**config.mk**
```make
export PLATFORM = sky130hd
export DESIGN_NAME = d16_bus_arbiter
export DESIGN_NICKNAME = d
export VERILOG_FILES = /design/src/rtl/d16_bus_pkg.sv /design/src/rtl/d16_rr_pick2.sv /design/src/rtl/d16_bus_arbiter.sv
export SDC_FILE = /design/constraint.sdc
export NUM_CORES = 1
export LEC_CHECK = 0
export BUFFER_PORTS_ARGS = -buffer_cell sky130_fd_sc_hd__buf_2
export CORE_MARGIN = 1
export CORE_UTILIZATION = 30
export CTS_CLUSTER_SIZE = 40
export DETAILED_ROUTE_END_ITERATION = 12
export PLACE_DENSITY_LB_ADDON = 0.2
export REMOVE_ABC_BUFFERS = 1
export SETUP_SLACK_MARGIN = 0.4
export SYNTH_ARGS = -nofsm -noshare
export SYNTH_HDL_FRONTEND = slang
export SYNTH_HIERARCHICAL = 1
export SYNTH_SLANG_ARGS = --single-unit
```
**constraint.sdc**
```tcl
create_clock -name i_clk -period 1.95 [get_ports i_clk]
set_input_delay 0.195 -clock i_clk [delete_from_list [all_inputs] [get_ports i_clk]]
set_output_delay 0.195 -clock i_clk [all_outputs]
set_load 0.01 [all_outputs]
```
**src/rtl/d16_bus_pkg.sv**
```systemverilog
// d16_bus_pkg -- shared constants and types for the d16 memory bus.
//   Arbiter state encoding doubles as the one-hot grant vector:
//   bit 0 = M0 owns the bus, bit 1 = M1 owns the bus, 00 = idle.
//   Width and timeout defaults are shared with the d16 core and decoder.
package d16_bus_pkg;

   localparam int D16_AW      = 16;
   localparam int D16_DW      = 16;
   localparam int D16_TIMEOUT = 15;

   typedef enum logic [1:0] {
      ST_IDLE = 2'b00,
      ST_OWN0 = 2'b01,
      ST_OWN1 = 2'b10
   } arb_state_e;

   typedef enum logic {
      M0 = 1'b0,
      M1 = 1'b1
   } master_e;

endpackage

```
**src/rtl/d16_rr_pick2.sv**
```systemverilog
// d16_rr_pick2 -- combinational two-way round-robin pick.
//   i_req0, i_req1 : request lines of M0 / M1
//   i_last_owner   : master that owned the bus most recently
//   o_valid        : at least one request present
//   o_pick         : winner; on a tie the master that did not own last
module d16_rr_pick2
   import d16_bus_pkg::*;
(
   input  logic    i_req0,
   input  logic    i_req1,
   input  master_e i_last_owner,
   output logic    o_valid,
   output master_e o_pick
);

   always_comb begin
      o_valid = i_req0 | i_req1;
      o_pick  = M0;
      if (i_req0 && i_req1) begin
         o_pick = (i_last_owner == M0) ? M1 : M0;
      end else if (i_req1) begin
         o_pick = M1;
      end
   end

endmodule

```
**src/rtl/d16_bus_arbiter.sv**
```systemverilog
// d16_bus_arbiter -- shares the d16 memory bus between the CPU (M0) and a
// second master (M1). Adds per-master stall, per-transaction ack and a
// watchdog that force-terminates transactions the slave never acks.
//
// Ports:
//   i_clk, i_reset                    clock, synchronous active-high reset
//   i_mX_cyc/we/addr/dat              master X request, write enable, address, write data
//   o_mX_dat/ack/err/stall            master X read data, done, timed out, waiting for grant
//   o_s_cyc/we/addr/dat               slave request side (muxed from the owner)
//   i_s_dat, i_s_ack                  slave read data and done
//   o_grant                           one-hot current owner, 00 when idle
//
// Every transaction spends one IDLE cycle arbitrating before the owned
// cycles; all bus-side outputs are combinational from the registered state.
module d16_bus_arbiter
   import d16_bus_pkg::*;
#(
   parameter int AW      = D16_AW,
   parameter int DW      = D16_DW,
   parameter int TIMEOUT = D16_TIMEOUT
) (
   input  logic          i_clk,
   input  logic          i_reset,

   input  logic          i_m0_cyc,
   input  logic          i_m0_we,
   input  logic [AW-1:0] i_m0_addr,
   input  logic [DW-1:0] i_m0_dat,
   output logic [DW-1:0] o_m0_dat,
   output logic          o_m0_ack,
   output logic          o_m0_err,
   output logic          o_m0_stall,

   input  logic          i_m1_cyc,
   input  logic          i_m1_we,
   input  logic [AW-1:0] i_m1_addr,
   input  logic [DW-1:0] i_m1_dat,
   output logic [DW-1:0] o_m1_dat,
   output logic          o_m1_ack,
   output logic          o_m1_err,
   output logic          o_m1_stall,

   output logic          o_s_cyc,
   output logic          o_s_we,
   output logic [AW-1:0] o_s_addr,
   output logic [DW-1:0] o_s_dat,
   input  logic [DW-1:0] i_s_dat,
   input  logic          i_s_ack,

   output logic [1:0]    o_grant
);

   localparam logic [7:0] TMO_LAST = 8'(TIMEOUT - 1);

   arb_state_e state_q, state_d;
   master_e    last_owner_q, last_owner_d;
   logic [7:0] timer_q, timer_d;

   logic    own0, own1, owned;
   logic    timeout, done;
   logic    pick_valid;
   master_e pick;

   d16_rr_pick2 u_pick (
      .i_req0       (i_m0_cyc),
      .i_req1       (i_m1_cyc),
      .i_last_owner (last_owner_q),
      .o_valid      (pick_valid),
      .o_pick       (pick)
   );

   assign own0  = (state_q == ST_OWN0);
   assign own1  = (state_q == ST_OWN1);
   assign owned = own0 | own1;

   // A late slave ack on the watchdog cycle wins: normal ack, no err.
   assign timeout = owned & (timer_q == TMO_LAST) & ~i_s_ack;
   assign done    = owned & (i_s_ack | timeout);

   // Bus-side outputs
   always_comb begin
      o_s_cyc  = 1'b0;
      o_s_we   = 1'b0;
      o_s_addr = '0;
      o_s_dat  = '0;
      if (own0) begin
         o_s_cyc  = i_m0_cyc;
         o_s_we   = i_m0_we;
         o_s_addr = i_m0_addr;
         o_s_dat  = i_m0_dat;
      end else if (own1) begin
         o_s_cyc  = i_m1_cyc;
         o_s_we   = i_m1_we;
         o_s_addr = i_m1_addr;
         o_s_dat  = i_m1_dat;
      end
   end

   assign o_grant    = state_q;  // state encoding is the one-hot grant

   assign o_m0_dat   = own0 ? i_s_dat : '0;
   assign o_m1_dat   = own1 ? i_s_dat : '0;
   assign o_m0_ack   = own0 & done;
   assign o_m1_ack   = own1 & done;
   assign o_m0_err   = own0 & timeout;
   assign o_m1_err   = own1 & timeout;
   assign o_m0_stall = i_m0_cyc & ~own0;
   assign o_m1_stall = i_m1_cyc & ~own1;

   // Next state, owner history and watchdog timer
   always_comb begin
      state_d      = state_q;
      last_owner_d = last_owner_q;
      timer_d      = '0;
      case (state_q)
         ST_IDLE: begin
            if (pick_valid) begin
               state_d      = (pick == M0) ? ST_OWN0 : ST_OWN1;
               last_owner_d = pick;
            end
         end
         ST_OWN0: begin
            // Abort (cyc dropped) and completion both return to IDLE.
            if (done || !i_m0_cyc) state_d = ST_IDLE;
            else                   timer_d = timer_q + 8'd1;
         end
         ST_OWN1: begin
            if (done || !i_m1_cyc) state_d = ST_IDLE;
            else                   timer_d = timer_q + 8'd1;
         end
         default: state_d = ST_IDLE;
      endcase
   end

   always_ff @(posedge i_clk) begin
      if (i_reset) begin
         state_q      <= ST_IDLE;
         last_owner_q <= M1;  // M0 wins the first tie after reset
         timer_q      <= '0;
      end else begin
         state_q      <= state_d;
         last_owner_q <= last_owner_d;
         timer_q      <= timer_d;
      end
   end

endmodule

```
==> summary.md, run 1 <==
| Metric | Value |
|---|---|
| Final Cycle Share | `93.3%` |
| Vias in the first global route | `1497` |
| All-Layer GR Usage | `22.7%` |
| Residual DRC | `0` |
| H-tree Lvls | `1` |
| CP required | `1.75 ns` |
| Die Width | `64.3 um` |
| Largest net degree at the start of global routing | `34` |
| EDFF count, synth | `0` |
| Antenna diodes | `0` |
| Final WS setup | `0.130 ns` |
| Port buffer count | `160` |
| Ports | `161` |
| Synthesized cell area | `0.00117 sq mm` |
| Top post-synthesis cells by area | `a22o_1 (25%), and2_1 (20%), dfxtp_1 (19%)` |
| Via count | `1663` |
| Area Growth Syn to Fin | `84.1%` |
| Async set-reset flop share out of synthesis | `0%` |
| Synth Area in Compound Gates | `30.7%` |
| Core Util, Final | `58.2%` |
| Total power | `1040 uW` |
| Min Tclk post-route | `1.82 ns` |
| Final nets | `403` |
| RSZ-0062 raised after global routing | `yes` |
| Seq/Total Area, Yosys | `18.9%` |
| Max IR drop VDD | `0.000517 V` |
| WHS | `0.169 ns` |
| Status | `finished, final reports clean` |
| Synth Register Bits | `11` |
| Via density | `4.65` |
| Slew of the pin with the lowest slew margin | `0.297 ns` |
| Post-Syn Instances | `149` |
| Multi-input gate area | `916 sq um` |
| Worst Hold Launch | `i_reset` |
| DR pass1 iterations | `4` |
| Layout Cells excl Fill | `358` |
| Max Slew Vio Count | `0` |
| Initial Util | `31.6%` |
| Post-synthesis mux area share | `0%` |
| Comb power frac | `54.7%` |
| PwrDens | `483 mW/mm^2` |
| CTS max path bufs | `2` |
| Ys Warns | `6` |
| MaxCap Viol Count | `0` |
| Psw | `372 uW` |
| Post-synth top area share | `24.8%` |
| RR Startpoint | `o_grant[1]` |
| Main combinational cell family by area after synthesis | `simple AND/OR/NAND/NOR gates` |
| Initial DRC count | `50` |
| Clk sinks | `11` |
| Crit Path Category | `flip-flop to primary output` |
| Rows | `22` |
| Reg area | `223 sq um` |
| Die height | `64.3 um` |
| Xor-xnor portion of the synthesized cell area | `4.51%` |
| Synth area leader | `a22o_1` |
| Sw frac | `35.9%` |
| Fmax | `549 MHz` |
| Final WL | `5020 um` |
| CP max-delay cell | `dfxtp_2` |
| Synth Area in Simple Gates | `35.6%` |
| CP Data Arrival Time | `1.63 ns` |
| Distinct cells, synth | `27` |
| Routability-driven placement congestion ratio | `0.807` |
| Startpoint types | `flip-flop` |
| Int Power | `664 uW` |
| Core area | `0.00369 sq mm` |
| Clock tree root driver cell | `clkbuf_8` |
| Clk slew on worst S/H paths | `0.05 ns` |
| Slowest stage delay, CP | `0.32 ns` |
| Endpoints failing hold | `0` |
| # hold bufs at CTS | `0` |
| CP Launch Point | `o_grant[0]` |
| Avg WL per Cell | `14.0 um` |
| Delay-heaviest family, CP | `buffers and inverters` |
| Count leader, synth | `and2_1` |
| Adder-cell share of the synthesized area | `5.36%` |
| Share of cells above drive strength 1 | `59.7%` |
| CTS Buf Count | `3` |
| Hold Crit Class | `input port to flip-flop` |
| Total grt overflow | `0` |
| Final Skew | `0.00315 ns` |
| First-pass GRT wire length | `7220 um` |
| Flop pwr share | `23.1%` |
| WP buf/inv | `3` |
| Ys flop type | `dfxtp_1` |
| TritonCTS clock tree | `yes` |
| Post-Syn Area per Cell | `7.83 sq um` |
| Critical path, cell by cell | `buf_4 -> ha_2 -> nor2b_2 -> buf_12 -> a22o_1 -> buf_2` |
| DIE AREA | `0.00414 sq mm` |
| Crit path max fanout | `33` |
| Post-DP HPWL | `4090 um` |
| Relative slew slack | `80.1%` |
| Setup crit end kind | `primary output` |
| Clock power frac | `22.2%` |
| Final Setup Violations | `0` |
| Post-synth top cells | `and2_1 (37), a22o_1 (33), clkbuf_1 (11), dfxtp_1 (11), nor2_1 (9)` |
| Post-Place Worst Slack | `0.191 ns` |
| Worst-Skew Late Latency | `0.24 ns` |
| DP Cell Count | `351` |
| Antenna viol nets, final | `0` |
| Filler cells | `350` |
| Initial antenna violation count | `0` |
| Leakage | `0.00125 uW` |
-- registers in the layout, summed over array words and instances (netlist names) --
signal        flops
o_grant           2
timer_q           8
last_owner_q      1
-- kinds of logic (layout without fill, tap and decap cells) --
kind of cell / Yosys count / in the layout
AND/OR/NAND/NOR: 69 / 69
AO/OA/AOI/OAI: 43 / 43
buffers and inverters: 15 / 176
flip-flops: 11 / 11
XOR/XNOR: 6 / 6
adder cells (fa/ha/maj): 5 / 5
-- worst register-to-register path, stage by stage (launching register included) --
cell and delay, ns:
dfxtp_2 0.35, inv_2 0.06, ha_4 0.26, and4b_2 0.26, buf_4 0.12, a221oi_2 0.07
or3_1 0.35, a21oi_1 0.17
-- power groups by stage --
stage,clock network [uW],registers [uW],logic [uW]
floorplan,0,245,261
global placement,0,243,534
detailed placement,0,244,538
CTS,237,239,558
global route,243,240,617
finish,230,240,567
-- cell type report --
type | instances | share of cell area, %
flip-flops and latches | 11 | 10.4
multi-input cells | 123 | 42.7
inverters | 3 | 0.524
repair buffers | 169 | 41.6
clock buffers | 4 | 2.10
well taps | 48 | 2.80
-- layer usage --
| layer | share of wire [%] | vias to the layer above | global-route usage (%) |
|---|---|---|---|
| li1 | - | 853 | - |
| met1 | 43 | 739 | 28.2 |
| met2 | 48 | 66 | 38.3 |
| met3 | 7.6 | 5 | 4.46 |
| met4 | 1.0 | 0 | 8.33 |
| met5 | 0 | - | 0 |
-- layout by cell type (no fill, tap or decap), types with 2 or more instances in the layout --
master | netlist | final
buf_2 | 1 | 160
and2_1 | 37 | 37
a22o_1 | 33 | 33
dfxtp_1 | 11 | 9
nor2_1 | 9 | 8
nand2_1 | 7 | 7
buf_4 | 0 | 6
xor2_1 | 5 | 5
nor2b_1 | 5 | 3
o21ai_0 | 3 | 3
ha_1 | 5 | 3
clkbuf_8 | 0 | 3
nor2b_2 | 0 | 2
inv_2 | 0 | 2
a21oi_1 | 3 | 2
nand4_1 | 2 | 2
and3_1 | 2 | 2
dfxtp_2 | 0 | 2
-- per-stage QoR --
stage | setup TNS (ns) | area [sq um]
final | 0 | 2150
after global routing | 0 | 2150
after CTS | 0 | 2130
after detailed placement | 0 | 2040
after global placement | 0 | 2040
after floorplan | -30.72 | 1120
-- final timing paths --
path                  end  slack, ns  depth (start not counted)
max            o_s_dat[9]       0.13                          6
min            o_grant[1]       0.17                          2
max reg2reg    o_grant[0]       0.25                          7
min reg2reg  last_owner_q       0.46                          1
-- repair_timing --
action | CTS | global route
gates resized for setup | 7 | 5
pin swaps | 6 | 1
endpoints found under the setup margin | 75 | 65
setup buffers | 3 | 0
cloned | 0 | 0
Note: power is estimated with default switching activity, not from simulation.
==> run 2, diff against run 1 <==
--- a/config.mk
+++ b/config.mk
@@ -5,6 +5,7 @@
 export SDC_FILE = /design/constraint.sdc
 export NUM_CORES = 1
 export LEC_CHECK = 0
+export ABC_AREA = 1
 export BUFFER_PORTS_ARGS = -buffer_cell sky130_fd_sc_hd__buf_2
 export CORE_MARGIN = 1
 export CORE_UTILIZATION = 30
==> summary.md, run 2 <==
| Metric | Value |
|---|---|
| Most common cell after layout, fill and taps aside | `buf_2` |
| First-pass GRT wire length | `10700 um (+48%)` |
| Hold path depth | `2 (unchanged)` |
| Area Growth Syn to Fin | `157%` |
| Placed Instance Area | `0.00220 sq mm (+7.8%)` |
| Max Slew Vio Count | `0 (unchanged)` |
| Final WS setup | `0.143 ns (+0.0130 ns)` |
| Relative slew slack | `82.9% (+2.8 points)` |
| Endpoints failing hold | `0 (unchanged)` |
| PwrDens | `481 mW/mm^2 (-0.38%)` |
| Biggest register | `timer_q` |
| Ys Warns | `6 (unchanged)` |
| Rows | `24 (+9.1%)` |
| Startpoint types | `flip-flop` |
| DR pass1 iterations | `4 (unchanged)` |
| Routability-driven placement congestion ratio | `0.807 (about the same)` |
| RSZ-0062 raised after global routing | `yes` |
| Final WL | `8950 um (+78%)` |
| Slew of the pin with the lowest slew margin | `0.255 ns (-0.0422 ns)` |
| R2r endpoint | `o_grant[1]` |
| Post-Syn Area per Cell | `5.04 sq um (-36%)` |
| Min Tclk post-route | `1.81 ns (-0.0130 ns)` |
| Final Setup Violations | `0 (unchanged)` |
| DIE AREA | `0.00477 sq mm (+15%)` |
| Distinct cells, synth | `21 (-22%)` |
| Fmax | `553 MHz (+0.72%)` |
| Slowest stage delay, CP | `0.34 ns (+0.02 ns)` |
| Clk sinks | `11 (unchanged)` |
| Post-Place Worst Slack | `0.331 ns (+0.140 ns)` |
| MaxCap Viol Count | `0 (unchanged)` |
| Clk slew on worst S/H paths | `0.05 ns (about the same)` |
| Worst-Skew Late Latency | `0.24 ns (about the same)` |
| Total grt overflow | `0 (unchanged)` |
| Synth Register Bits | `11 (unchanged)` |
| Die Width | `69.1 um (+7.4%)` |
| CP Data Arrival Time | `1.61 ns (-0.02 ns)` |
| Most frequent cells in the layout | `buf_2 (143), nand2_1 (65), inv_1 (37)` |
| Reg2reg setup slack | `0.40 ns (+0.15 ns)` |
| Crit Path Category | `flip-flop to primary output` |
| Synth area leader | `nand2_1` |
| Top post-synthesis cells by area | `nand2_1 (31%), dfxtp_1 (16%), nand3_1 (14%)` |
| Crit path max fanout | `5 (-85%)` |
| Final Cycle Share | `92.7% (-0.67 points)` |
| Share of cells above drive strength 1 | `65.7% (+6.0 points)` |
| Core area | `0.00435 sq mm (+18%)` |
| Via count | `2657 (+60%)` |
| CP required | `1.75 ns (about the same)` |
| Post-synth top cells | `nand2_1 (113), inv_1 (47), nand3_1 (37)` |
| Count leader, synth | `nand2_1` |
| Total power | `1670 uW (+61%)` |
| Residual DRC | `0 (unchanged)` |
| Die height | `69.1 um (+7.4%)` |
| Post-DP HPWL | `4250 um (+3.9%)` |
| CP max-delay cell | `dfxtp_2` |
| Critical path, cell by cell | `inv_2 -> buf_6 -> ha_4 -> buf_12 -> clkbuf_16 -> nand3_1 -> nand2_1 -> buf_2` |
| Post-Syn Instances | `268 (+80%)` |
| Worst Hold Launch | `i_reset` |
| Via density | `5.20 (+12%)` |
| Initial antenna violation count | `1 (+1)` |
| Number of flip-flops in the largest register | `8 (unchanged)` |
| Seq/Total Area, Yosys | `16.3% (-2.6 points)` |
| Initial DRC count | `192 (+280%)` |
| All-Layer GR Usage | `27.9% (+5.2 points)` |
| Avg WL per Cell | `17.5 um (+25%)` |
| Vias in the first global route | `2161 (+44%)` |
| Worst hold endpoint | `o_grant[1]` |
| Max IR drop VDD | `0.000455 V (-12%)` |
| Final nets | `551 (+37%)` |
| Core Util, Final | `79.8% (+22 points)` |
| # hold bufs at CTS | `0 (unchanged)` |
| Clock tree root driver cell | `clkbuf_8` |
| Final Skew | `0.00201 ns (-0.00115 ns)` |
| Antenna viol nets, final | `0 (unchanged)` |
| Leakage | `0.00213 uW (+70%)` |
| Ys flop type | `dfxtp_1` |
| CTS Buf Count | `3 (unchanged)` |
| R2R cell count | `10 (+3)` |
| Hold Crit Class | `input port to flip-flop` |
| Port buffer count | `160 (unchanged)` |
| RR Startpoint | `o_grant[0]` |
| Post-synth top area share | `31.4% (+6.6 points)` |
| CTS max path bufs | `2 (unchanged)` |
| Setup crit end kind | `primary output` |
| H-tree Lvls | `1 (unchanged)` |
| TritonCTS clock tree | `yes` |
| Status | `finished, final reports clean` |
| EDFF count, synth | `0 (unchanged)` |
| Post-Layout Inst Area | `0.00347 sq mm (+62%)` |
| Largest net degree at the start of global routing | `22 (-35%)` |
| Ports | `161 (unchanged)` |
| Synthesized cell area | `0.00135 sq mm (+16%)` |
| Initial Util | `31.0% (-0.61 points)` |
| Async set-reset flop share out of synthesis | `0% (unchanged)` |
==> run 2: cell type report <==
class | instances | area [sq um]
Sequential cell | 11 | 226
Inverter | 48 | 194
Fill cell | 265 | 881
Antenna cell | 1 | 2.50
Tap cell | 52 | 65.1
Timing Repair Buffer | 202 | 1660
Clock buffer | 4 | 45.0
Multi-Input combinational cell | 193 | 1280
==> run 2: power breakdown <==
group          total, uW  switching (uW)  internal (uW)  leakage (uW)
combinational       1200             587            615       0.00202
clock                227            84.1            143     0.0000228
sequential           240            6.07            234     0.0000908
total               1670             677            993       0.00213
==> run 2: worst max path at each step <==
stage                      end       start  cells past startpoint  slack (ns)
floorplan              o_s_cyc  o_grant[0]                      3       -0.79
global placement      o_m1_ack  o_grant[1]                      9        0.36
detailed placement    o_m0_ack  o_grant[1]                      9        0.33
CTS                   o_m1_ack  o_grant[1]                      9        0.24
global route        o_s_dat[7]  o_grant[0]                      8        0.11
finish              o_s_dat[7]  o_grant[0]                      8        0.14
==> run 2: through the flow <==
stage / instances / TNS [ns] / hold WS [ns]
final: 511 / 0 / 0.158
after global routing: 511 / 0 / 0.159
after CTS: 502 / 0 / 0.153
after detailed placement: 469 / 0 / 0.414
after global placement: 469 / 0 / 0.417
after floorplan: 252 / -29.85 / 0.264
==> run 2: kinds of logic (layout without fill, tap and decap cells) <==
group / Yosys count / count (layout) / share of synthesized area, %
buffers and inverters: 64 / 254 / 18.3
adder cells (fa/ha/maj): 5 / 5 / 4.63
AO/OA/AOI/OAI: 7 / 7 / 3.15
flip-flops: 11 / 11 / 16.3
other: 0 / 1 / 0
XOR/XNOR: 6 / 6 / 3.89
AND/OR/NAND/NOR: 175 / 175 / 53.8
==> run 2: repair_timing <==
action | in CTS | in global routing
pin swaps | 13 | 35
gates resized for setup | 69 | 99
setup endpoints to repair | 66 | 76
buffers inserted | 17 | 4
cloned | 12 | 4
hold endpoints to repair | 0 | 0
==> run 2: layer usage <==
layer  global-route usage [%]  share of wire [%]
met4                     9.30                6.5
met1                     32.9                 36
met5                        0                  0
met3                     5.26                8.9
met2                     50.3                 49
==> run 2: critical path: cells and delay by family, from the launching register on <==
| kind | cells | cell delay [ns] |
|---|---|---|
| buffers and inverters | 5 | 0.63 |
| adders and majority gates | 1 | 0.18 |
| and+or+nand+nor | 2 | 0.22 |
| DFF | 1 | 0.34 |
